--- src/rtl/latch_arb_pkg.sv ---
// Shared definitions for the latch write arbiter: FSM state encoding and
// a constant-evaluable clog2 used to size pointers and counters.
package latch_arb_pkg;

  typedef logic [2:0] state_t;

  localparam state_t ST_IDLE   = 3'd0;
  localparam state_t ST_SETUP  = 3'd1;
  localparam state_t ST_ENABLE = 3'd2;
  localparam state_t ST_HOLD   = 3'd3;
  localparam state_t ST_ACK    = 3'd4;

  function automatic int clog2(input int value);
    int result;
    result = 0;
    while ((1 << result) < value) result++;
    return result;
  endfunction

endpackage

--- src/rtl/rr_priority_pick.sv ---
// Combinational round-robin pick: first set request at or above ptr,
// wrapping past the top requester back to requester 0.
module rr_priority_pick
  import latch_arb_pkg::*;
#(
  parameter int N_REQ = 4,
  parameter int PTR_W = clog2(N_REQ)
) (
  input  logic [N_REQ-1:0] req,
  input  logic [PTR_W-1:0] ptr,
  output logic [PTR_W-1:0] winner,
  output logic             valid
);

  logic [PTR_W-1:0] idx;

  always_comb begin
    winner = '0;
    valid  = 1'b0;
    idx    = '0;
    for (int i = 0; i < N_REQ; i++) begin
      idx = PTR_W'((int'(ptr) + i) % N_REQ);
      if (!valid && req[idx]) begin
        valid  = 1'b1;
        winner = idx;
      end
    end
  end

endmodule

--- src/rtl/latch_write_arbiter.sv ---
// Round-robin arbiter sharing one level-sensitive latch bank; sequences
// setup / enable / hold timing on registered D and enable lines.
module latch_write_arbiter
  import latch_arb_pkg::*;
#(
  parameter int N_REQ     = 4,
  parameter int WIDTH     = 8,
  parameter int SETUP_CYC = 1,
  parameter int EN_CYC    = 2,
  parameter int HOLD_CYC  = 1
) (
  input  logic                   Clk,
  input  logic                   Reset,
  input  logic [N_REQ-1:0]       Req,
  input  logic [N_REQ*WIDTH-1:0] Data,
  output logic [N_REQ-1:0]       Grant,
  output logic [N_REQ-1:0]       Ack,
  output logic [WIDTH-1:0]       Latch_D,
  output logic                   Latch_En,
  output logic                   Busy
);

  localparam int PTR_W   = clog2(N_REQ);
  localparam int MAX_SE  = (SETUP_CYC > EN_CYC) ? SETUP_CYC : EN_CYC;
  localparam int MAX_CYC = (MAX_SE > HOLD_CYC) ? MAX_SE : HOLD_CYC;
  localparam int CNT_W   = clog2(MAX_CYC + 1);

  localparam logic [CNT_W-1:0] SETUP_LAST = CNT_W'(SETUP_CYC - 1);
  localparam logic [CNT_W-1:0] EN_LAST    = CNT_W'(EN_CYC - 1);
  localparam logic [CNT_W-1:0] HOLD_LAST  = CNT_W'(HOLD_CYC - 1);

  if (N_REQ < 2 || N_REQ > 8 || WIDTH < 1 ||
      SETUP_CYC < 1 || EN_CYC < 1 || HOLD_CYC < 1) begin : g_bad_params
    $error("latch_write_arbiter: parameter out of range");
  end

  state_t           state;
  logic [PTR_W-1:0] ptr;
  logic [PTR_W-1:0] owner;
  logic [PTR_W-1:0] ptr_after_ack;
  logic [PTR_W-1:0] pick_ptr;
  logic [PTR_W-1:0] pick_winner;
  logic             pick_valid;
  logic             start_write;
  logic [CNT_W-1:0] cnt;

  // The ACK exit edge also acts as the IDLE decision, so a pending request
  // chains straight into SETUP and back-to-back writes keep their cadence.
  assign ptr_after_ack = (owner == PTR_W'(N_REQ - 1)) ? '0 : owner + PTR_W'(1);
  assign pick_ptr      = (state == ST_ACK) ? ptr_after_ack : ptr;
  assign start_write   = pick_valid && (state == ST_IDLE || state == ST_ACK);

  rr_priority_pick #(
    .N_REQ (N_REQ),
    .PTR_W (PTR_W)
  ) u_pick (
    .req    (Req),
    .ptr    (pick_ptr),
    .winner (pick_winner),
    .valid  (pick_valid)
  );

  always_ff @(posedge Clk or posedge Reset) begin
    if (Reset) begin
      state    <= ST_IDLE;
      ptr      <= '0;
      owner    <= '0;
      cnt      <= '0;
      Grant    <= '0;
      Ack      <= '0;
      Latch_D  <= '0;
      Latch_En <= 1'b0;
      Busy     <= 1'b0;
    end else begin
      case (state)
        ST_IDLE: cnt <= '0;
        ST_SETUP: begin
          if (cnt == SETUP_LAST) begin
            state    <= ST_ENABLE;
            cnt      <= '0;
            Latch_En <= 1'b1;
          end else begin
            cnt <= cnt + CNT_W'(1);
          end
        end
        ST_ENABLE: begin
          if (cnt == EN_LAST) begin
            state    <= ST_HOLD;
            cnt      <= '0;
            Latch_En <= 1'b0;
          end else begin
            cnt <= cnt + CNT_W'(1);
          end
        end
        ST_HOLD: begin
          if (cnt == HOLD_LAST) begin
            state <= ST_ACK;
            cnt   <= '0;
            Ack   <= Grant;
          end else begin
            cnt <= cnt + CNT_W'(1);
          end
        end
        ST_ACK: begin
          state <= ST_IDLE;
          cnt   <= '0;
          Ack   <= '0;
          Grant <= '0;
          Busy  <= 1'b0;
          ptr   <= ptr_after_ack;
        end
        default: begin
          state    <= ST_IDLE;
          cnt      <= '0;
          Ack      <= '0;
          Grant    <= '0;
          Busy     <= 1'b0;
          Latch_En <= 1'b0;
        end
      endcase

      // Data is captured exactly once, at the edge the winner is chosen.
      if (start_write) begin
        state   <= ST_SETUP;
        cnt     <= '0;
        owner   <= pick_winner;
        Grant   <= N_REQ'(1) << pick_winner;
        Latch_D <= Data[int'(pick_winner)*WIDTH +: WIDTH];
        Busy    <= 1'b1;
      end
    end
  end

endmodule
--- config.mk ---
export PLATFORM = sky130hd
export DESIGN_NAME = latch_write_arbiter
export DESIGN_NICKNAME = d
export VERILOG_FILES = /design/src/rtl/latch_arb_pkg.sv /design/src/rtl/rr_priority_pick.sv /design/src/rtl/latch_write_arbiter.sv
export SDC_FILE = /design/constraint.sdc
export NUM_CORES = 1
export LEC_CHECK = 0
export ABC_AREA = 1
export ABC_CLOCK_PERIOD_IN_PS = 3000
export CAP_MARGIN = 20
export CORE_MARGIN = 4
export CORE_UTILIZATION = 35
export CTS_CLUSTER_SIZE = 25
export DETAILED_ROUTE_END_ITERATION = 16
export PLACE_DENSITY = 0.59
export SYNTH_ARGS = -nofsm -noshare
export SYNTH_HDL_FRONTEND = slang
export SYNTH_SLANG_ARGS = --single-unit
export TNS_END_PERCENT = 10
--- constraint.sdc ---
create_clock -name Clk -period 3 [get_ports Clk]
set_clock_uncertainty 0.05 [all_clocks]
set_input_delay 0.3 -clock Clk [delete_from_list [all_inputs] [get_ports Clk]]
set_output_delay 0.3 -clock Clk [all_outputs]
set_load 0.005 [all_outputs]
==> qor.txt <==
status: complete, no violations
required time worst endpoint: 3140 ps
critical path launch point type: flip-flop
# setup viols final: 0
multi-input logic area: 1040 um2
routed len/inst: 12.1 um
post-synthesis async set-or-reset flop share: 100%
chip height: 81.0 um
GRT Util Overall: 15.3%
leading area contributor after synthesis: dfrtp_1
Core ar.: 5140 um2
CTS tree: done
Finished Core Util: 49.2%
CTS buffer count: 3
CTS Root Cell: clkbuf_8
number of global-route vias before repair: 1,811
Mapped Area: 1870 um2
Worst-path clk slew: 90 ps
Final nets: 372
number of synthesized flops with an enable pin: 0
post-layout min period: 2510 ps
grt peak-use layer: met2
relative slew slack: 72.8%
Post-Route WL: 4820 um
register area: 676 um2
Power Total: 3.03 mW
Mapped Nets: 316
Critical Path End Type: flip-flop
Top FF cell, synth: dfrtp_1
antenna violations before repair: 0
GR Util met3: 1.44%
pin count of the biggest net entering global routing: 28
Gate Count Post-Synth: 274
delay-heaviest family, CP: simple AND/OR/NAND/NOR gates
DIE WIDTH: 81.0 um
drt via density: 4.80
crit path DAT: 2660 ps
fillers: 566
Site Rows: 26
VDD IR-drop max: 0.000694 V
area grow syn2layout: 35.7%
DRC: 0
Final Cycle Share: 83.8%
via count of the routed design: 1,916
area of all placed cells without fillers: 2530 um2
Avg Inst Size Synth: 6.81 um2
GR Util met1: 22.1%
count leader, synth: nand2_1
most used cell, CP: nand2_1
Antenna Nets Post-Route: 0
Placed Cells: 395
DR iter-0 viols: 72
Bufs and invs on worst path: 1
Largest stage delay, worst path: 440 ps
Netlist cell types: 26
slowest CP cell: dfrtp_1
DP Wirelength: 3750 um
starting density of the core: 36.3%
synth cell count leaders: nand2_1, dfrtp_1, inv_1
synth warn: 0
Seq/Total Area, Yosys: 36.2%
Port Buffers: 55
setup TNS: 0 ps
first-pass GRT wire length: 8150 um
# IOs: 56
placed cell areas: 2480 um2
top post-synthesis cells by area: dfrtp_1, nand2_1, nand3_1, nand4_1, inv_1
RePlAce Congestion: 0.806
fmax: 398 MHz
GRT overflow: 0
CTS resizes: 0
Initial DRT Pass Iterations: 4
Post-CTS Hold Buffers: 0
unrepaired setup endpoints after global routing: false
proportion of layout cells with a drive suffix above 1: 7.90%
Clock Latency Late Sink: 270 ps
worst setup path category: reg -> reg
post-CTS setup buffers: 0
Slew Viols, Final: 0
CP cell instances: nor2_4 -> nand2_4 -> nand2_2 -> nand2_4 -> nand2_1 -> nand2_1 -> nand2_1 -> nand2_2 -> nand4_4 -> nand2_1 -> inv_1 -> nand3_1 -> o22ai_1
GRT met2 Usage: 24.5%
Die Area: 6560 um2
worst slew pin tran: 408 ps
final hold vios: 0
power density over the cells: 1200 nW/um2
CTS H-tree lvls: 1
flops & latches, synth: 27
P_leak: 1.29 nW
Min-Delay Path Class: in -> async
Critical Path Fanout Max: 18
number of clock sinks: 27
number of max-cap violations: 0
share of the synthesized area in the top cell type: 36.2%
clock buffer depth: 2
n_diodes: 0
Layout Cells excl Fill: 399
## registers in the layout (all words and copies together) (netlist names)
signal and count:
Ack 4, Busy 1, Grant 4, Latch_D 8, Latch_En 1, cnt 2
owner 2, ptr 2, state 3
## layout make-up
class                           instances  share of cell area [%]
Sequential cell                        27                    26.7
Clock buffer                            3                    1.63
Timing Repair Buffer                   59                    22.9
Inverter                               26                    3.86
Multi-Input combinational cell        213                    41.1
Tap cell                               70                    3.46
Clock inverter                          1                   0.297
## worst min-delay path: stages
cell and delay (ps):
clkdlybuf4s50_1 400, inv_1 50, buf_4 320
## layout by cell type (no fill, tap or decap), drive strengths merged
cell type      instances
and2                   1
buf                    4
clkbuf                 3
clkdlybuf4s50         55
clkinvlp               1
dfrtp                 27
ha                     4
inv                   26
mux2i                  1
nand2                137
nand3                 23
nand4                 17
nor2                   6
nor3                   2
o211ai                 1
o21ai                 17
o22ai                  3
or2                    1
## metal layers
metal  routed length (um)  share of wire, %
met4                   40              0.83
met1                 2340                48
met3                  252               5.2
met5                    0                 0
met2                 2190                45
## worst paths after layout
check / from / to / slack [ps] / cells after the start
max in group asynchronous: Reset / cnt[1] / 2300 / 3
min in group Clk: Latch_En / Latch_En / 440 / 2
worst max register to register: state[0] / Grant[1] / 490 / 13
worst min register to register: Latch_En / Latch_En / 440 / 2
worst max-delay path: state[0] / Grant[1] / 490 / 13
worst min-delay path: Reset / state[2] / 340 / 3
## report_power, final
part | internal, mW | total [mW] | switching (mW)
sequential | 0.534 | 0.652 | 0.118
clock | 0.0940 | 0.206 | 0.112
combinational | 0.814 | 2.17 | 1.36
## logic make-up after synthesis
group	count (synthesis)	synth area share (%)
buffers and inverters	34	7.98
and+or+nand+nor	187	46.4
AOI/OAI and AO/OA	21	6.17
DFF	27	36.2
adders and majority gates	4	2.68
muxes	1	0.537
## through the flow
step | setup slack, ps | hold slack, ps
after CTS | 496 | 359
after global placement | 520 | 423
after detailed placement | 527 | 418
after floorplan | 867 | 303
after global routing | 155 | 362
final | 487 | 344
Power figures use the tool's default switching activity.
